File: config.mk
export PLATFORM = sky130hd
export DESIGN_NAME = digital_pll_controller_lockdet
export DESIGN_NICKNAME = d
export VERILOG_FILES = /design/src/rtl/digital_pll_controller_lockdet.sv
export SDC_FILE = /design/constraint.sdc
export NUM_CORES = 1
export LEC_CHECK = 0
export CORE_MARGIN = 10
export CORE_UTILIZATION = 62
export CTS_BUF_LIST = sky130_fd_sc_hd__clkbuf_8
export DETAILED_ROUTE_END_ITERATION = 10
export PLACE_DENSITY_LB_ADDON = 0.12
export SETUP_SLACK_MARGIN = 0.4
export SKIP_CTS_REPAIR_TIMING = 1
export SYNTH_ARGS = -nofsm -noshare
export SYNTH_HDL_FRONTEND = slang
export SYNTH_SLANG_ARGS = --single-unit
File: constraint.sdc
create_clock -name clock -period 13.61 [get_ports clock]
set_input_delay 1.361 -clock clock [delete_from_list [all_inputs] [get_ports clock]]
set_output_delay 1.361 -clock clock [all_outputs]
set_load 0.01 [all_outputs]
File: src/rtl/digital_pll_controller_lockdet.sv
// Trim controller for the ring-oscillator digital PLL: measures each osc period in clock cycles,
// steers a saturating fractional trim accumulator toward div, and reports lock and lost reference.
module digital_pll_controller_lockdet #(
  parameter int DIV_W      = 5,
  parameter int CNT_W      = 5,
  parameter int TRIM_W     = 26,
  parameter int FRAC_W     = 2,
  parameter int COARSE_THR = 4,
  parameter int LOCK_TOL   = 0,
  parameter int UNLOCK_TOL = 1,
  parameter int LOCK_CNT   = 8,
  parameter int RESET_TINT = 0,
  localparam int TI_W      = $clog2(TRIM_W + 1)
) (
  input  logic              clock,
  input  logic              reset,
  input  logic              osc,
  input  logic              enable,
  input  logic              hold,
  input  logic [DIV_W-1:0]  div,
  output logic [TRIM_W-1:0] trim,
  output logic [TI_W-1:0]   tint,
  output logic              locked,
  output logic              osc_lost
);

  localparam int TV_W = TI_W + FRAC_W;
  localparam int EW   = ((CNT_W + 1) > DIV_W ? (CNT_W + 1) : DIV_W) + 1;
  localparam logic [TV_W-1:0]  TV_MAX  = TV_W'(TRIM_W * (2 ** FRAC_W) + (2 ** FRAC_W) - 1);
  localparam logic [TV_W-1:0]  TV_RST  = TV_W'(RESET_TINT * (2 ** FRAC_W));
  localparam logic [CNT_W-1:0] CNT_MAX = '1;
  localparam logic [CNT_W-1:0] CNT_PRE = CNT_MAX - 1'b1;

  typedef enum logic [1:0] {IDLE, PREP, TRACK, LOCK} state_t;

  state_t            state, state_next;
  logic [2:0]        oscbuf;
  logic [CNT_W-1:0]  count0, count0_next;
  logic [CNT_W-1:0]  count1, count1_next;
  logic [1:0]        prepcnt, prepcnt_next;
  logic [7:0]        lockcnt, lockcnt_next;
  logic [TV_W-1:0]   tval, tval_next, tval_adj;
  logic              locked_next, osc_lost_next;

  logic              osc_edge, lost_evt, count_lock;
  logic [CNT_W:0]    sum;
  logic signed [EW-1:0] err;
  logic [EW-1:0]     abs_err;
  logic              coarse, in_lock, out_lock, err_pos, err_neg;
  logic [TV_W-1:0]   step;
  logic [TV_W:0]     tval_up;
  logic [TI_W-1:0]   tint_raw;

  assign osc_edge = oscbuf[2] ^ oscbuf[1];
  assign sum      = {1'b0, count0} + {1'b0, count1};
  assign err      = $signed({{(EW-CNT_W-1){1'b0}}, sum}) - $signed({{(EW-DIV_W){1'b0}}, div});
  assign abs_err  = err[EW-1] ? EW'(-err) : EW'(err);
  assign err_neg  = err[EW-1];
  assign err_pos  = !err[EW-1] && (err != '0);
  assign coarse   = abs_err >= EW'(COARSE_THR);
  assign in_lock  = abs_err <= EW'(LOCK_TOL);
  assign out_lock = abs_err > EW'(UNLOCK_TOL);
  // Lost reference fires once, on the cycle count0 steps into saturation.
  assign lost_evt = (state != IDLE) && !osc_edge && (count0 == CNT_PRE);

  always_comb begin
    step    = coarse ? TV_W'(2 ** FRAC_W) : TV_W'(1);
    tval_up = {1'b0, tval} + {1'b0, step};
    tval_adj = tval;
    if (err_pos) begin
      tval_adj = (tval_up > {1'b0, TV_MAX}) ? TV_MAX : tval_up[TV_W-1:0];
    end else if (err_neg) begin
      tval_adj = (tval < step) ? '0 : tval - step;
    end
  end

  always_comb begin
    state_next    = state;
    count0_next   = osc_edge ? CNT_W'(1) : ((count0 == CNT_MAX) ? count0 : count0 + 1'b1);
    count1_next   = osc_edge ? count0 : count1;
    prepcnt_next  = prepcnt;
    lockcnt_next  = lockcnt;
    tval_next     = tval;
    locked_next   = locked;
    osc_lost_next = osc_edge ? 1'b0 : osc_lost;
    count_lock    = 1'b0;
    if (!enable || state == IDLE) begin
      count0_next  = '0;
      count1_next  = '0;
      prepcnt_next = '0;
      lockcnt_next = '0;
      locked_next  = 1'b0;
      state_next   = enable ? PREP : IDLE;
    end else if (lost_evt) begin
      osc_lost_next = 1'b1;
      locked_next   = 1'b0;
      prepcnt_next  = '0;
      lockcnt_next  = '0;
      state_next    = PREP;
    end else if (osc_edge) begin
      case (state)
        PREP: begin
          if (prepcnt == 2'd2) begin
            state_next = TRACK;
            count_lock = 1'b1;
            if (!hold) tval_next = tval_adj;
          end else begin
            prepcnt_next = prepcnt + 2'd1;
          end
        end
        TRACK: begin
          count_lock = 1'b1;
          if (!hold) tval_next = tval_adj;
        end
        LOCK: begin
          if (!hold) tval_next = tval_adj;
          if (out_lock) begin
            state_next   = TRACK;
            lockcnt_next = '0;
            locked_next  = 1'b0;
          end
        end
        default: ;
      endcase
      if (count_lock) begin
        lockcnt_next = in_lock ? lockcnt + 8'd1 : '0;
        if (in_lock && ({1'b0, lockcnt} + 9'd1 >= 9'(LOCK_CNT))) begin
          state_next  = LOCK;
          locked_next = 1'b1;
        end
      end
    end
  end

  always_ff @(posedge clock) begin
    if (reset) begin
      state    <= IDLE;
      oscbuf   <= '0;
      count0   <= '0;
      count1   <= '0;
      prepcnt  <= '0;
      lockcnt  <= '0;
      tval     <= TV_RST;
      locked   <= 1'b0;
      osc_lost <= 1'b0;
    end else begin
      state    <= state_next;
      oscbuf   <= {oscbuf[1:0], osc};
      count0   <= count0_next;
      count1   <= count1_next;
      prepcnt  <= prepcnt_next;
      lockcnt  <= lockcnt_next;
      tval     <= tval_next;
      locked   <= locked_next;
      osc_lost <= osc_lost_next;
    end
  end

  always_comb begin
    tint_raw = tval[TV_W-1:FRAC_W];
    tint     = (tint_raw > TI_W'(TRIM_W)) ? TI_W'(TRIM_W) : tint_raw;
    for (int unsigned i = 0; i < TRIM_W; i++) begin
      trim[i] = TI_W'(i) < tint;
    end
  end

endmodule

==> impl_metrics.tcl <==
set metrics [dict create \
    finalSetupViolations 0 \
    endpoint_kind "flip-flop" \
    ios 43 \
    cts.sinks 34 \
    ys_warn_count 0 \
    clkPwrFrac_pct 39.2 \
    grt.overflow.total 0 \
    combPwrFrac_pct 16.8 \
    power_density_mw_per_mm2 63.5 \
    status "finished clean" \
    synth-edff-count 0 \
    slew_violations 0 \
    gp_congestion 0.914 \
    fill_cells 392 \
    fin_cells 517 \
    num_vias 3144 \
    synthArstFlopShare_pct 0 \
    grt_pass1_wl_um 14000 \
    final_net_count 488 \
    finalCriticalPeriod_ps 6340 \
    dp_cells 509 \
    synth_fp_nets 455 \
    ys_seq_elements 34 \
    cts.root.buffer_cell "clkbuf_8" \
    ant_nets 0 \
    pre_cts_slack_ps 7050 \
    p_leak_nw 1.38 \
    die_y_um 90.4 \
    diodes 0 \
    netlist_instances 416 \
    place_area_mm2 0.00351 \
    syn_area_per_cell_um2 7.39 \
    critical-path-max-stage-delay_ps 560 \
    irDropWorstVdd_mv 0.0611 \
    hpwl_um 6130 \
    rows 25 \
    cpMaxStageDelayCell "fa_1" \
    netSwitchingPower_mw 0.0634 \
    path_clk_slew_ps 80 \
    tritoncts "done" \
    drive_gt1_share_pct 5.33 \
    viasPerCell 6.08 \
    h-tree-depth 2 \
    grt_use_total_pct 19.7 \
    final.setup.tns_ps 0 \
    critPathRequiredTime_ps 13810 \
    p_int_mw 0.166 \
    synth.distinct_cells 58 \
    period_share_pct 46.6 \
    port-buffer-count 42 \
    initial_utilization_pct 64.6 \
    fin_skew_ps 9.51 \
    path_cells "clkdlybuf4s50_1, fa_1, inv_1, fa_1, a211oi_1, o21ai_1, nor4_1, a221oi_1, nor4_2, buf_4, inv_1, ha_1, a21boi_0, o21ai_0, o2111ai_1, o2111ai_1, nand4_1, a21oi_1, a311oi_1" \
    regArea_um2 681 \
    hold_path.class "flip-flop to flip-flop" \
    wl_per_cell_um 15.6 \
    power_mw 0.229 \
    cts_max_path_buffers 2 \
    cap_viol_max_count 0 \
    cts_buffers 5 \
    multi_input_area_mm2 0.00215 \
    sw_frac_of_total_pct 27.6 \
    rsz0062_at_grt "no" \
    drt-total-wl_um 8070 \
    start_kind "primary input" \
    grt_pass1_vias 2925 \
    syn_area_mm2 0.00307 \
    die_area_mm2 0.00817 \
    fmax_mhz 158 \
    maxSlewHeadroom_pct 37.7 \
    drc_errors 0 \
    setup_slack_ps 7270 \
    finalHoldViolCount 0 \
    final_area_mm2 0.00362 \
    core_mm2 0.00475 \
    drt-initial-drc-count 292 \
    grt_max_degree 25 \
    antenna_found_initial 0 \
    clock_latency_ps 290 \
    ys.flop_type "dfxtp_1" \
    yosysSeqAreaShare_pct 22.1 \
    power_frac_seq_pct 44.0 \
    firstDrtPassIters 5 \
    worst_pin_slew_ps 930 \
    crit_type "primary input to flip-flop" \
    area_growth_pct 17.7 \
    die_w_um 90.4 \
    arrival_ps 6530 \
    worst-path-max-fanout 22 \
]
## stage by stage
stage	hold WS, ps	util (%)
after floorplan	414	-
after global placement	419	73.7
after detailed placement	445	73.7
after CTS	452	76.1
after global routing	473	76.1
final	453	76.1
## cell usage after synthesis (6+ instances only)
cell | count | share of area (%)
clkbuf_1 | 12 | 1.5
o211ai_1 | 7 | 1.7
nor2b_1 | 11 | 2.2
nor2_1 | 38 | 4.6
a211oi_1 | 6 | 1.5
dfxtp_1 | 34 | 22
xnor2_1 | 6 | 1.7
ha_1 | 24 | 9.8
nand2b_1 | 6 | 1.2
inv_1 | 41 | 5.0
a31oi_1 | 8 | 1.6
nand2_1 | 45 | 5.5
a21boi_0 | 6 | 1.5
o21ai_0 | 23 | 3.7
nor3_1 | 10 | 1.6
a21oi_1 | 31 | 5.0
nand3_1 | 8 | 1.3
nand4_1 | 10 | 2.0
## flip-flops by register name, summed over array words and instances (netlist names)
signal    cells
osc_lost      1
oscbuf        3
count1        5
locked        1
tval          7
count0        5
lockcnt       8
prepcnt       2
state         2
## power groups by stage
stage          Combinational (mW)  Clock, mW  Sequential [mW]
2_1_floorplan              0.0275          0            0.103
3_3_place_gp               0.0360          0            0.103
3_5_place_dp               0.0376          0            0.103
4_1_cts                    0.0377     0.0894            0.101
5_1_grt                    0.0424     0.0943            0.101
6_report                   0.0384     0.0900            0.101
## worst max-delay path: cells and delay by family
family | cells | cell delay [ps]
AOI/OAI and AO/OA | 9 | 1950
adders and majority gates | 3 | 1480
buffers and inverters | 4 | 890
and+or+nand+nor | 3 | 850
## placed cells by master, fill, tap and decap left out, drive strengths merged, types with 6 or more instances in the layout
| cell type | n |
|---|---|
| a211oi | 6 |
| a21boi | 6 |
| a21oi | 32 |
| a31oi | 9 |
| and2 | 6 |
| clkbuf | 8 |
| clkdlybuf4s50 | 42 |
| dfxtp | 34 |
| ha | 24 |
| inv | 41 |
| nand2 | 45 |
| nand2b | 6 |
| nand3 | 9 |
| nand4 | 10 |
| nor2 | 38 |
| nor2b | 11 |
| nor3 | 11 |
| o211ai | 7 |
| o21ai | 26 |
| xnor2 | 6 |
## cell type report
cell class              count  area share [%]
clock buffers               8            3.04
flip-flops and latches     34            18.8
well taps                  67            2.32
repair buffers             44            12.0
inverters                  41            4.26
multi-input cells         323            59.5
## path summary, 6_finish.rpt
check | from | endpoint | slack (ps) | cells past startpoint
max | div[1] | tval[3]$_SDFFE_PP0P_ | 7270 | 19
min | count1[2]$_SDFFE_PP0N_ | count1[2]$_SDFFE_PP0N_ | 450 | 2
max reg2reg | count0[1]$_SDFFE_PP0P_ | tval[3]$_SDFFE_PP0P_ | 8290 | 19
min reg2reg | count1[2]$_SDFFE_PP0N_ | count1[2]$_SDFFE_PP0N_ | 450 | 2
## per-layer routing
| layer | global-route usage [%] | vias to the layer above | part of all wire [%] |
|---|---|---|---|
| li1 | - | 1539 | - |
| met1 | 25.0 | 1482 | 44 |
| met2 | 34.1 | 111 | 49 |
| met3 | 2.91 | 12 | 5.1 |
| met4 | 4.11 | 0 | 0.97 |
| met5 | 0 | - | 0 |
## cells by family (layout without fill, tap and decap cells)
kind of cell             after synthesis  count (layout)  share of synthesized area (%)
adder cells (fa/ha/maj)               29              29                           13.0
flip-flops                            34              34                           22.1
buffers and inverters                 59              93                           8.02
AO/OA/AOI/OAI                        120             120                           26.6
AND/OR/NAND/NOR                      157             157                           25.0
XOR/XNOR                              11              11                           3.14
multiplexers                           6               6                           2.04
Note: power is estimated with default switching activity, not from simulation.
